$ cat config.mk
export PLATFORM = sky130hd
export DESIGN_NAME = keccak_squeeze_reader
export DESIGN_NICKNAME = d
export VERILOG_FILES = /design/src/rtl/keccak_squeeze_reader.sv
export SDC_FILE = /design/constraint.sdc
export NUM_CORES = 2
export LEC_CHECK = 0
export ABC_AREA = 1
export CORE_AREA = 2 2 660 662
export DETAILED_ROUTE_END_ITERATION = 8
export DIE_AREA = 0 0 662 664
export GPL_ROUTABILITY_DRIVEN = 0
export SLEW_MARGIN = 20
export SYNTH_ARGS = -nofsm -noshare
export SYNTH_HDL_FRONTEND = slang
export SYNTH_SLANG_ARGS = --single-unit
$ cat constraint.sdc
create_clock -name clk -period 2 [get_ports clk]
set_input_delay 0.3 -clock clk [delete_from_list [all_inputs] [get_ports clk]]
set_output_delay 0.3 -clock clk [all_outputs]
set_load 0.05 [all_outputs]
$ cat src/rtl/keccak_squeeze_reader.sv
// Squeeze-side reader for the Keccak permutation core: captures the rate part of
// each permuted state and streams it lane by lane, requesting more permutations as needed.
//
// state | meaning
// ------+----------------------------------------------------------------
// IDLE  | no session; start latches mode and word count
// WAIT  | waiting for the core's out-ready to capture a fresh state
// EMIT  | presenting buffer lane idx on the output stream
// SQZ   | squeeze issued; waiting for out-ready to drop before re-arming
module keccak_squeeze_reader #(
    parameter int LANE_W = 64,
    parameter int CNT_W  = 16
) (
    input  logic              clk,
    input  logic              reset,
    input  logic [1:0]        mode,
    input  logic              start,
    input  logic [CNT_W-1:0]  req_words,
    input  logic [1599:0]     perm_out,
    input  logic              perm_out_ready,
    output logic              squeeze,
    output logic [LANE_W-1:0] dout,
    output logic              dout_valid,
    input  logic              dout_ready,
    output logic              busy,
    output logic              done
);

    localparam int RATE_BITS = 1344;

    typedef enum logic [1:0] {
        ST_IDLE,
        ST_WAIT,
        ST_EMIT,
        ST_SQZ
    } state_t;

    state_t                 state;
    state_t                 state_nxt;
    logic [RATE_BITS-1:0]   buffer;
    logic [4:0]             idx;
    logic [4:0]             rate_last;
    logic [CNT_W-1:0]       remaining;
    logic                   hs;
    logic                   load;
    logic                   capture;
    logic                   squeeze_nxt;
    logic                   done_nxt;
    logic                   unused_capacity;

    // Capacity lanes never leave the block.
    assign unused_capacity = ^perm_out[1599:RATE_BITS];

    assign hs         = (state == ST_EMIT) && dout_ready;
    assign dout_valid = (state == ST_EMIT);
    assign busy       = (state != ST_IDLE);
    assign dout       = dout_valid ? buffer[{idx, 6'b0} +: LANE_W] : '0;

    always_ff @(posedge clk or negedge reset) begin
        if (!reset) begin
            state <= ST_IDLE;
        end else begin
            state <= state_nxt;
        end
    end

    always_comb begin
        state_nxt   = state;
        load        = 1'b0;
        capture     = 1'b0;
        squeeze_nxt = 1'b0;
        done_nxt    = 1'b0;
        case (state)
            ST_IDLE: begin
                if (start) begin
                    load = 1'b1;
                    if (req_words == '0) begin
                        done_nxt = 1'b1;
                    end else begin
                        state_nxt = ST_WAIT;
                    end
                end
            end
            ST_WAIT: begin
                if (perm_out_ready) begin
                    capture   = 1'b1;
                    state_nxt = ST_EMIT;
                end
            end
            ST_EMIT: begin
                if (dout_ready) begin
                    // Final word wins over end-of-rate: no trailing squeeze.
                    if (remaining == CNT_W'(1)) begin
                        state_nxt = ST_IDLE;
                        done_nxt  = 1'b1;
                    end else if (idx == rate_last) begin
                        state_nxt   = ST_SQZ;
                        squeeze_nxt = 1'b1;
                    end
                end
            end
            ST_SQZ: begin
                if (!perm_out_ready) begin
                    state_nxt = ST_WAIT;
                end
            end
            default: state_nxt = ST_IDLE;
        endcase
    end

    always_ff @(posedge clk or negedge reset) begin
        if (!reset) begin
            buffer    <= '0;
            idx       <= '0;
            rate_last <= '0;
            remaining <= '0;
            squeeze   <= 1'b0;
            done      <= 1'b0;
        end else begin
            squeeze <= squeeze_nxt;
            done    <= done_nxt;
            if (load) begin
                rate_last <= (mode == 2'b00) ? 5'd20 : 5'd16;
                remaining <= req_words;
            end
            if (capture) begin
                buffer <= perm_out[RATE_BITS-1:0];
                idx    <= '0;
            end
            if (hs) begin
                remaining <= remaining - CNT_W'(1);
                idx       <= idx + 5'd1;
            end
        end
    end

endmodule

## After elaboration in Yosys (flattened, before gate mapping)

Cells that the tools add are included.

| word-level totals | value |
|---|---|
| output and inout bits | 68 |
| word-level logic and storage cells | 56 |
| bits in registers | 1374 |
| bits of input ports | 1623 |

| cells by class | value |
|---|---|
| reductions and logical operators | 8 |
| add/sub/neg operators | 2 |
| eq/ne operators | 11 |
| muxes and demuxes | 27 |
| shift operators | 1 |

Operators by type and width:

| kind | count |
|---|---|
| $shiftx A1344 B12 Y64 | 1 |
| $mux W64 | 1 |
| $mux W16 | 2 |
| $eq A16 B1 Y1 const B | 1 |
| $logic_not A16 Y1 | 1 |
| $sub A16 B1 Y16 const B | 1 |
| $mux W2 | 7 |
| $mux W1 | 12 |
| $mux W5 | 2 |
| $ne A2 B2 Y1 const B | 4 |
| $pmux W2 S4 | 1 |
| $reduce_and A6 Y1 | 1 |
| $reduce_bool A2 Y1 | 3 |
| $add A5 B1 Y5 const B | 1 |
| $eq A5 B5 Y1 | 1 |
| $eq A2 B2 Y1 const B | 2 |
| $logic_not A2 Y1 | 2 |
| $mux W3 | 1 |
| $ne A3 B1 Y1 const B | 1 |
| $eq A2 B1 Y1 const B | 1 |
| $ne A2 B1 Y1 const B | 1 |
| $pmux W1 S2 | 1 |
| $logic_and A1 B1 Y1 | 1 |

## Depth between registers and ports, before layout

| depth | value |
|---|---|
| depth in word-level cells | 5 |
| depth in mapped cells | 13 |

## Least setup slack after synthesis

No wires, ideal clock.

| path | value |
|---|---|
| kind | flip-flop to output port |
| from | reg state[0] |
| to | out dout[10] |
| stages on the path, launching flop included | 7 |
| required time | 1700 ps |
| arrival time | 2313 ps |
| buffers on the path | 2 |
| slack | -613 ps |
| path through | dfrtp_1 -> inv_1 -> ha_1 -> inv_1 -> clkbuf_1 -> clkbuf_1 -> a21oi_1 |

| between the ends | value |
|---|---|
| cells in the longest elaborated chain, start to end | 2 |

Ends and longest elaborated chain:

| item | line | RTL |
|---|---|---|
| start, declared | 38 | `state_t state;` |
| start signal, assigned | 63 | `state <= state_nxt;` |
| $eq A2 B2 Y1 | 55 | `assign dout_valid = (state == ST_EMIT);` |
| via dout_valid | 23 | `output logic dout_valid,` |
| $mux W64 | 57 | `assign dout = dout_valid ? buffer[{idx, 6'b0} +: LANE_W] : '0;` |
| end, declared | 22 | `output logic [LANE_W-1:0] dout,` |

The timed path passes the listed nets, and every way through them passes these cells.

## Worst setup path in the final report

| path | value |
|---|---|
| from | reg idx[0] |
| to | out dout[44] |

| between the ends | value |
|---|---|
| cells in the longest elaborated chain, start to end | 2 |

Ends and longest elaborated chain:

| item | line | RTL |
|---|---|---|
| start, declared | 41 | `logic [4:0] idx;` |
| start signal, assigned | 132 | `idx <= idx + 5'd1;` |
| $shiftx A1344 B12 Y64 | 57 |  |
| $mux W64 | 57 |  |

Every way passes these cells.

==> out/results.ini <==
[clock_network]
clock-sinks=1371
path_clk_slew_ps=70
cts_tree=yes
root_buffer=clkbuf_16
cts_buffers=171
cts.path.max_buffers=4
clkLatencyLatePin_ps=900
h-tree-depth=4

[floorplanning]
core_sq_um=433000
dieArea_sq_um=440000
rows=242
initial_core_util_pct=15.3
die_h_microns=664
io_pins=1691
die_w_microns=662

[finish]
area_growth_pct=77.7
drive_above_1_share_pct=21.8
regArea_sq_um=34300
final_util_pct=27.1
design_area_sq_um=117000
fin_nets=12566
final_cell_mix=dfrtp_1 (1367), clkdlybuf4s50_1 (1365), nor2_1 (1285)
final_common_cell=dfrtp_1
nFillCells=45273
multi_input_area_sq_um=30100

[timing]
post-route-period-util_pct=180
relSlewSlack_pct=60.9
setup_tns_ps=-101320
fin_worst_skew_ps=49.0
tightest_slew_ps=587
setup_ws_ps=-1600
hold_viol=0
rsz0062_at_grt=true
finalMaxSlewViolations=0
fin_crit_ps=3600
fmax_mhz=278
holdWs_ps=82.1
setup_viol=227

[critical_path]
crit_path_end_kind=primary output
path_cells=buf_12, buf_12, inv_16, buf_16, buf_4, nand2_1, nand3_1, nand3_1, nand3_1, nand2_1, buf_12, nand2_2, a21oi_4, buf_12
reg2reg_slack_ps=-280
cp_data_arrival_time_ps=3300
cp_slowest_stage_delay_ps=540
cpMostUsedCell=buf_12
r2r_cells=12
r2r-end=state[0]$_DFFE_PN0P_
slowest_stage=dfrtp_4
worstPathRequired_ps=1700
path_class=flip-flop to primary output
timing.rr.start=idx[1]$_DFFE_PN0P_
startpoint_type=flip-flop
path_max_fanout=8

[worst_hold_path]
hp-start=perm_out[877]
hp-class=input port to flip-flop
min_path_cells=3
min_to=buffer[877]$_DFFE_PN0P_

[global_route]
overflow=0
grt_antenna_before_repair=183
grt_max_degree=77
grt_pass1_wl_mm=537
first_global_vias=68516
grt_use_total_pct=17.4

[placement]
numPortBuffers=1434
dpl_cell_area_sq_um=94600
hpwl_mm=310
dp_slack_ps=-1410

[synthesis]
synth_cell_types=30
avgSynthCellArea_sq_um=8.24
syn-num-nets=9645
ys_seq_elements=1371
syn_area_sq_um=66000
synth_warnings=0
synth_seq_area_share_pct=51.9
synthCells=8014

[routing]
first_pass_iters=8
vias_per_cell=4.12
ant_nets=0
routed_wl_mm=409
drt-initial-drc-count=5770
vias=69765
drc=0
routedWlPerCell_microns=24.2

[run_status]
violations=negative setup slack
status=finished, violations left

[run]
cap_violations=0

[power]
power.density_nw_per_um2=1440
ir_drop_v=0.000812
leakage_uw=0.0520

==> layer usage <==
layer,wire length [microns],GRT usage (%)
met1,173000,22.5
met2,187000,28.2
met3,28000,3.56
met4,20500,7.22
met5,290,0
==> cells in the mapped netlist <==
| library cell | number | area [sq um] |
|---|---|---|
| o21ai_0 | 180 | 901 |
| buf_2 | 186 | 931 |
| mux2_2 | 448 | 5040 |
| ha_1 | 8 | 100 |
| buf_1 | 59 | 221 |
| nor2_4 | 1 | 11.3 |
| xnor2_1 | 2 | 17.5 |
| dfrtp_1 | 1371 | 34300 |
| nand4_1 | 3 | 18.8 |
| o311ai_0 | 1 | 8.76 |
| nor4_1 | 1 | 6.26 |
| a21boi_0 | 2 | 15.0 |
| a21oi_1 | 1025 | 5130 |
| o221ai_1 | 2 | 17.5 |
| nor2_1 | 1314 | 4930 |
| o31ai_1 | 1 | 7.51 |
| clkbuf_1 | 254 | 953 |
| o22ai_1 | 69 | 432 |
| nand3_1 | 792 | 3960 |
| inv_1 | 923 | 3460 |
| o21ai_1 | 23 | 115 |
| nor2_2 | 1 | 6.26 |
| nand2_1 | 1280 | 4800 |
| buf_6 | 35 | 394 |
| o211ai_1 | 11 | 82.6 |
| xor2_1 | 5 | 43.8 |
| buf_4 | 12 | 90.1 |
| clkinv_1 | 1 | 3.75 |
| inv_2 | 3 | 11.3 |
| nand2_2 | 1 | 6.26 |
==> repair_timing <==
item,in CTS,in global routing
gates cloned,21,41
hold buffers,945,1
setup buffers,57,63
resized for setup,486,590
endpoints found under the hold margin,2065,1
setup endpoints to repair,85,952
pin swaps,114,161
==> worst max-delay path: cells and delay by family, from the launching register on <==
family,cells,cell delay (ps)
flops,1,540
simple gates,6,680
compound gates,1,80
buf+inv,7,1080
==> worst max path at each step <==
stage	start	endpoint	slack [ps]	cells after the start
after floorplan	state[0]$_DFFE_PN0P_	dout[10]	-210	6
after detailed placement	idx[0]$_DFFE_PN0P_	dout[12]	-1410	10
final	idx[0]$_DFFE_PN0P_	dout[44]	-1600	14
after global routing	idx[0]$_DFFE_PN0P_	dout[24]	-1750	14
after CTS	idx[0]$_DFFE_PN0P_	dout[60]	-1740	13
after global placement	idx[0]$_DFFE_PN0P_	dout[12]	-1420	10
==> sequential cells by signal, indices dropped and copies added (netlist names) <==
signal	count
buffer	1344
remaining	16
idx	5
rate_last	2
state	2
done	1
squeeze	1
==> layout make-up <==
class / instances / area share [%]
clock inverter: 71 / 0.709
timing repair buffer: 3293 / 30.8
tap: 5734 / 6.12
timing repair inverter: 1 / 0.0171
inverter: 927 / 3.01
multi-input combinational: 5170 / 25.7
sequential: 1371 / 29.3
antenna: 139 / 0.296
clock buffer: 234 / 4.11
==> power by group <==
part | switching [uW] | total, uW | internal [uW]
combinational | 51800 | 90200 | 38300
clock | 13800 | 32300 | 18500
sequential | 5140 | 46100 | 41000
==> cells by family after synthesis <==
group	after synthesis	synth area share, %
fa+ha+maj	8	0.152
buf+inv	1473	9.19
simple gates	3393	20.8
xor+xnor	7	0.0928
mux	448	7.64
flops	1371	51.9
compound gates	1314	10.2
==> stage by stage <==
step / total power, uW / cells
after floorplan: 82300 / 8014
after global placement: 121000 / 15387
after detailed placement: 122000 / 15387
after CTS: 163000 / 16710
after global routing: 178000 / 16895
final: 169000 / 16940
Note: power is estimated with default switching activity, not from simulation.
